`src/rtl/if_fetch_unit.sv`:
```
`timescale 1ns/1ps
`default_nettype none
// ============================================================================
// Module   : if_fetch_unit
// Purpose  : Instruction-fetch stage. Owns the PC, issues one-outstanding
//            requests to instruction memory (req/rvalid handshake, zero-wait
//            or multi-cycle), buffers the instruction while IF/ID is stalled
//            and applies ID-stage branch/jump redirects after the delay slot.
// Ports    : clk, reset           - clock, synchronous active-high reset
//            en_if                - IF/ID load enable (stall when 0)
//            redirect_valid/_pc   - taken branch/jump target from ID
//            imem_req/_addr       - fetch request and word address
//            imem_rvalid/_rdata   - fetch response (may be same-cycle)
//            instr_if, pc4_if     - instruction and PC+4 to IF/ID
//            pc_if, valid_if      - current fetch PC, instruction valid
// Revision : 1.0 - initial release
// ============================================================================
module if_fetch_unit #(
  parameter logic [31:0] RESET_PC  = 32'h0000_3000,
  parameter logic [31:0] NOP_INSTR = 32'h0000_0000
) (
  input  logic        clk,
  input  logic        reset,
  input  logic        en_if,
  input  logic        redirect_valid,
  input  logic [31:0] redirect_pc,
  output logic        imem_req,
  output logic [31:0] imem_addr,
  input  logic        imem_rvalid,
  input  logic [31:0] imem_rdata,
  output logic [31:0] instr_if,
  output logic [31:0] pc4_if,
  output logic [31:0] pc_if,
  output logic        valid_if
);

  typedef enum logic [0:0] {
    S_REQ  = 1'b0,   // request outstanding
    S_HOLD = 1'b1    // instruction buffered, downstream stalled
  } state_t;

  state_t      r_state;
  state_t      w_state_nxt;
  logic [31:0] r_pc;
  logic [31:0] w_pc_nxt;
  logic [31:0] r_instr_buf;
  logic [31:0] w_instr_buf_nxt;
  logic        r_pend_valid;
  logic        w_pend_valid_nxt;
  logic [31:0] r_pend_pc;
  logic [31:0] w_pend_pc_nxt;

  logic [31:0] w_next_pc;
  logic        w_valid;
  logic [31:0] w_instr;

  // Address fetched after the instruction currently being handed off.
  // A live redirect beats a pending one captured during an earlier bubble.
  assign w_next_pc = redirect_valid ? redirect_pc :
                     r_pend_valid   ? r_pend_pc   :
                                      r_pc + 32'd4;

  always_comb begin
    w_state_nxt      = r_state;
    w_pc_nxt         = r_pc;
    w_instr_buf_nxt  = r_instr_buf;
    w_pend_valid_nxt = r_pend_valid;
    w_pend_pc_nxt    = r_pend_pc;
    w_valid          = 1'b0;
    w_instr          = NOP_INSTR;

    case (r_state)
      S_REQ: begin
        if (imem_rvalid) begin
          // Same-cycle bypass gives one instruction per cycle at zero wait.
          w_valid = 1'b1;
          w_instr = imem_rdata;
          if (en_if) begin
            w_pc_nxt         = w_next_pc;
            w_pend_valid_nxt = 1'b0;
          end else begin
            w_instr_buf_nxt = imem_rdata;
            w_state_nxt     = S_HOLD;
          end
        end else if (en_if && redirect_valid) begin
          // Branch leaves ID with a bubble behind it; the instruction still
          // in flight is its delay slot, so remember the target for later.
          w_pend_valid_nxt = 1'b1;
          w_pend_pc_nxt    = redirect_pc;
        end
      end
      S_HOLD: begin
        w_valid = 1'b1;
        w_instr = r_instr_buf;
        if (en_if) begin
          w_pc_nxt         = w_next_pc;
          w_pend_valid_nxt = 1'b0;
          w_state_nxt      = S_REQ;
        end
      end
      default: begin
        w_state_nxt = S_REQ;
      end
    endcase

    if (reset) begin
      w_valid = 1'b0;
      w_instr = NOP_INSTR;
    end
  end

  always_ff @(posedge clk) begin
    if (reset) begin
      r_state      <= S_REQ;
      r_pc         <= RESET_PC;
      r_instr_buf  <= NOP_INSTR;
      r_pend_valid <= 1'b0;
      r_pend_pc    <= 32'd0;
    end else begin
      r_state      <= w_state_nxt;
      r_pc         <= w_pc_nxt;
      r_instr_buf  <= w_instr_buf_nxt;
      r_pend_valid <= w_pend_valid_nxt;
      r_pend_pc    <= w_pend_pc_nxt;
    end
  end

  assign imem_req  = (r_state == S_REQ) && !reset;
  assign imem_addr = r_pc;
  assign pc_if     = r_pc;
  assign pc4_if    = r_pc + 32'd4;
  assign valid_if  = w_valid;
  assign instr_if  = w_instr;

endmodule
`default_nettype wire

```
`config.mk`:
```
export PLATFORM = sky130hd
export DESIGN_NAME = if_fetch_unit
export DESIGN_NICKNAME = d
export VERILOG_FILES = /design/src/rtl/if_fetch_unit.sv
export SDC_FILE = /design/constraint.sdc
export NUM_CORES = 1
export LEC_CHECK = 0
export ABC_AREA = 0
export CAP_MARGIN = 20
export CORE_UTILIZATION = 41
export DETAILED_ROUTE_END_ITERATION = 10
export PLACE_DENSITY = 0.77
export SYNTH_ARGS = -nofsm -noshare
export SYNTH_HDL_FRONTEND = slang
export SYNTH_SLANG_ARGS = --single-unit
```
`constraint.sdc`:
```
create_clock -name clk -period 1.9 [get_ports clk]
set_input_delay 0.38 -clock clk [delete_from_list [all_inputs] [get_ports clk]]
set_output_delay 0.38 -clock clk [all_outputs]
set_load 0.01 [all_outputs]
```
======== Word-level counts from Yosys, hierarchy flattened ========
Cells that the tools add are included.
operators by class
  add/sub/neg operators ................... 1
  eq/ne operators ......................... 2
  mux-type cells .......................... 18
  bitwise gates (word level) .............. 3
  reduce and logical (&&, ||, !) cells .... 5
operators with widths
  cell                                            number
  two-way mux 32 bit                              6
  one-hot mux 32 bit (2 select lines)             2
  adder 32 x 3 -> 32 bit (second input constant)  1
  two-way mux 1 bit                               7
  one-hot mux 1 bit (2 select lines)              3
  AND reduction 3 bit                             2
  inequality test 3 bit (second input constant)   1
  NOT 1 bit                                       3
  logical AND 1 bit                               2
  inequality test 2 bit (second input constant)   1
  logical NOT 1 bit                               1
word-level totals
  flip-flop bits (word level) ............. 98

======== Longest topological paths before layout ========
  depth in word-level cells ............... 6
  gate-level depth with buffers ........... 8
  mapped depth without buffers ............ 6

======== Least setup slack after synthesis ========
Ideal clock, no wire load.
  kind .................................... flip-flop to output port
  start point ............................. reg r_pc[2], in the netlist imem_addr[2]
  end point ............................... out pc4_if[28]
  data arrival time ....................... 1.723 ns
  data required time ...................... 1.520 ns
  slack ................................... -0.203 ns
  cell stages (with the launch flop) ...... 6
  path buffers ............................ 0
  cell sequence ........................... dfxtp_1 -> ha_1 -> and4_1 -> nand2_1 -> or4_4 -> xnor2_1
on the way
  word-level cells in the longest chain between the ends .. 1
ends and longest elaborated chain
  what                    RTL line  text
  from (decl)             44        logic [31:0] r_pc;
  from (signal assigned)  121       r_pc <= w_pc_nxt;
  adder 32 x 3 -> 32 bit  131       assign pc4_if = r_pc + 32'd4;
  to (decl)               32        output logic [31:0] pc4_if,
Every way passes these cells.

======== Worst setup path after layout ========
  start point ............................. reg r_pc[3], in the netlist imem_addr[3]
  end point ............................... out pc4_if[27]
The elaborated chain is that of the path after synthesis.

==> impl_metrics.json <==
{
  "status": "finished with violations",
  "violations": "negative setup slack",
  "ant_nets": 0,
  "hold_path.class": "in -> reg",
  "setup_ws_ps": -335.4,
  "ys_warn_count": 0,
  "htree_levels": 3,
  "hold_viol_final": 0,
  "crit_arrival_ps": 1860,
  "rows": 42,
  "grt_pass1_vias": 5982,
  "vias": 6545,
  "synth_top_cell_by_area": "dfxtp_1",
  "rsz0062_at_grt": "yes",
  "async_flop_share": 0,
  "maxSlewViolCount": 0,
  "wl_per_cell_um": 15.76,
  "drc": 0,
  "vias_per_cell": 5.347,
  "initial_core_util": 0.4242,
  "synth.avg_cell_area_um2": 7.149,
  "totalPowerFinal_mw": 5.684,
  "drive_gt1_frac": 0.2844,
  "gp_congestion": 0.8597,
  "leakage_nw": 3.847,
  "synth_ff_type": "dfxtp_1",
  "fin_worst_skew_ps": 6.638,
  "area_delta_synth_final_pct": 60.62,
  "cts_buffers": 9,
  "yosysSeqAreaShare": 0.3465,
  "firstDrtPassIters": 5,
  "dieArea_um2": 14280,
  "startpoint_type": "flip-flop",
  "ir_worst_vdd_uv": 482.9,
  "ctsLongestPathBuffers": 2,
  "synth_top_area_share": 0.3465,
  "place_ws_ps": -464.1,
  "setup_tns_ps": -5103,
  "dp.cells": 1179,
  "core_um2": 13350,
  "numPortBuffers": 198,
  "grt_start_max_net_pins": 33,
  "yosys-top-cells-area": "dfxtp_1, nand2_1, a21oi_1, nor2_1, buf_4",
  "setup_viol": 23,
  "synth_area_um2": 5662,
  "syn-instance-count": 792,
  "final_core_util": 0.6813,
  "fill_cells": 1068,
  "clkTransAtPathRegs_ps": 70,
  "slew_headroom": 0.6815,
  "endpoint_kind": "output port",
  "boundaryPins": 199,
  "multiInputGateArea_um2": 3445,
  "fin_crit_ps": 2235,
  "path_max_fanout": 2,
  "die_w_um": 119.5,
  "cts_tree": "done",
  "dp_hpwl_um": 12760,
  "post-route-period-util": 1.177,
  "nets": 1113,
  "crit_type": "reg -> out",
  "grt_overflow": 0,
  "cellPowerDensity_nw_per_um2": 625.0,
  "routed_wl_um": 19290,
  "ys_seq_elements": 98,
  "fmax_mhz": 447.3,
  "synth_nets": 862,
  "die_y_um": 119.5,
  "root_buffer": "clkbuf_16",
  "worstSkewPairLatency_ps": 340,
  "grt_usage": 0.2604,
  "cp.required_ps": 1520,
  "holdBufCountCts": 0,
  "grt_pass1_wl_um": 29940,
  "num_antenna_cells": 0,
  "synth_edf_count": 0,
  "grt_antenna_before_repair": 0,
  "layout.cells.non_filler": 1224,
  "ff_latch_area_um2": 1986,
  "clock_sinks": 98,
  "dr.first_iter.drc_count": 431,
  "cap_violations": 0,
  "ys_types": 60,
  "tightest_slew_ps": 471.7
}
[metal layers]
layer / GRT usage / routed length (µm) / up-vias
li1: - / - / 3181
met1: 0.3316 / 8057 / 3023
met2: 0.4288 / 9247 / 308
met3: 0.05418 / 1572 / 33
met4: 0.1039 / 413 / 0
met5: 0 / 0 / -
[path summary, 6_finish.rpt]
kind                                     from  slack (ps)  cells past startpoint         endpoint
worst min register to register  r_pend_pc[24]         450                      2    r_pend_pc[24]
worst max register to register   imem_addr[3]         -20                      9    imem_addr[19]
worst max-delay path             imem_addr[3]        -340                      6       pc4_if[27]
worst min-delay path                    reset         330                      2  r_instr_buf[14]
[cells in the final DEF (no fill, tap or decap), types with 14 or more instances in the layout]
master,netlist,routed
buf_2,7,30
nor2_1,84,79
o21ai_0,32,31
xnor2_2,0,14
a21oi_1,112,102
dfxtp_1,98,83
clkdlybuf4s50_1,0,129
nand2_1,188,182
buf_4,36,110
clkbuf_2,1,25
[worst max-delay path: stages (launching register included)]
cell	delay, ps
dfxtp_2	350
buf_4	110
and4_4	220
nand3_2	120
nor3_2	290
xnor2_1	170
clkdlybuf4s15_2	250
[flip-flops by register name, indices dropped and copies added, names as in the netlist]
register	cells
r_instr_buf	32
imem_addr	32
r_pend_pc	32
r_state	1
r_pend_valid	1
[synth_stat cells (all sizes together), types with 2 or more instances]
| cell type | number |
|---|---|
| nand2 | 188 |
| a21oi | 112 |
| dfxtp | 98 |
| nor2 | 86 |
| buf | 56 |
| clkbuf | 38 |
| o21ai | 33 |
| xnor2 | 25 |
| nand3 | 13 |
| nand2b | 11 |
| a21o | 10 |
| and3 | 10 |
| a22o | 8 |
| nand4 | 8 |
| o311a | 8 |
| inv | 7 |
| mux2i | 7 |
| and2 | 6 |
| and4 | 6 |
| or3b | 6 |
| a31oi | 5 |
| nor3 | 4 |
| o2111ai | 4 |
| o31ai | 4 |
| a32o | 3 |
| o211ai | 3 |
| o21a | 3 |
| o31a | 3 |
| xor2 | 3 |
| a211oi | 2 |
| a32oi | 2 |
| a41oi | 2 |
| nor4 | 2 |
| o311ai | 2 |
| or3 | 2 |
[layout make-up]
cell class / instances / area share
clock buffers: 12 / 0.02821
clock inverters: 4 / 0.01073
inverters: 8 / 0.003302
multi-input cells: 591 / 0.3788
flip-flops and latches: 98 / 0.2184
well taps: 176 / 0.02422
repair buffers: 335 / 0.3364
[through the flow]
stage / area (µm²) / hold WS (ps)
2_1_floorplan: 5713 / 431.5
6_report: 9094 / 334.2
5_1_grt: 9094 / 330.5
3_3_place_gp: 8310 / 437.4
4_1_cts: 8851 / 324.3
3_5_place_dp: 8310 / 444.9
[repair_timing]
action / 4_1_cts / 5_1_grt
setup endpoints to repair: 76 / 59
pin swaps: 18 / 18
cloned: 3 / 4
gates resized for setup: 187 / 105
buffers inserted: 13 / 11
[kinds of logic after synthesis]
| logic type | synth area share |
|---|---|
| DFF | 0.3465 |
| buffers and inverters | 0.1041 |
| xor gates and xnor gates | 0.04332 |
| adders and majority gates | 0.002210 |
| AOI/OAI and AO/OA | 0.2239 |
| muxes | 0.01238 |
| and+or+nand+nor | 0.2676 |
[report_power, final]
group | total (mW) | internal, mW | leakage [nW] | switching, mW
clock | 2.14 | 1.36 | 0.169 | 0.776
sequential | 2.22 | 2.15 | 0.804 | 0.0680
combinational | 1.33 | 0.687 | 2.87 | 0.642
Note: power is estimated with default switching activity, not from simulation.
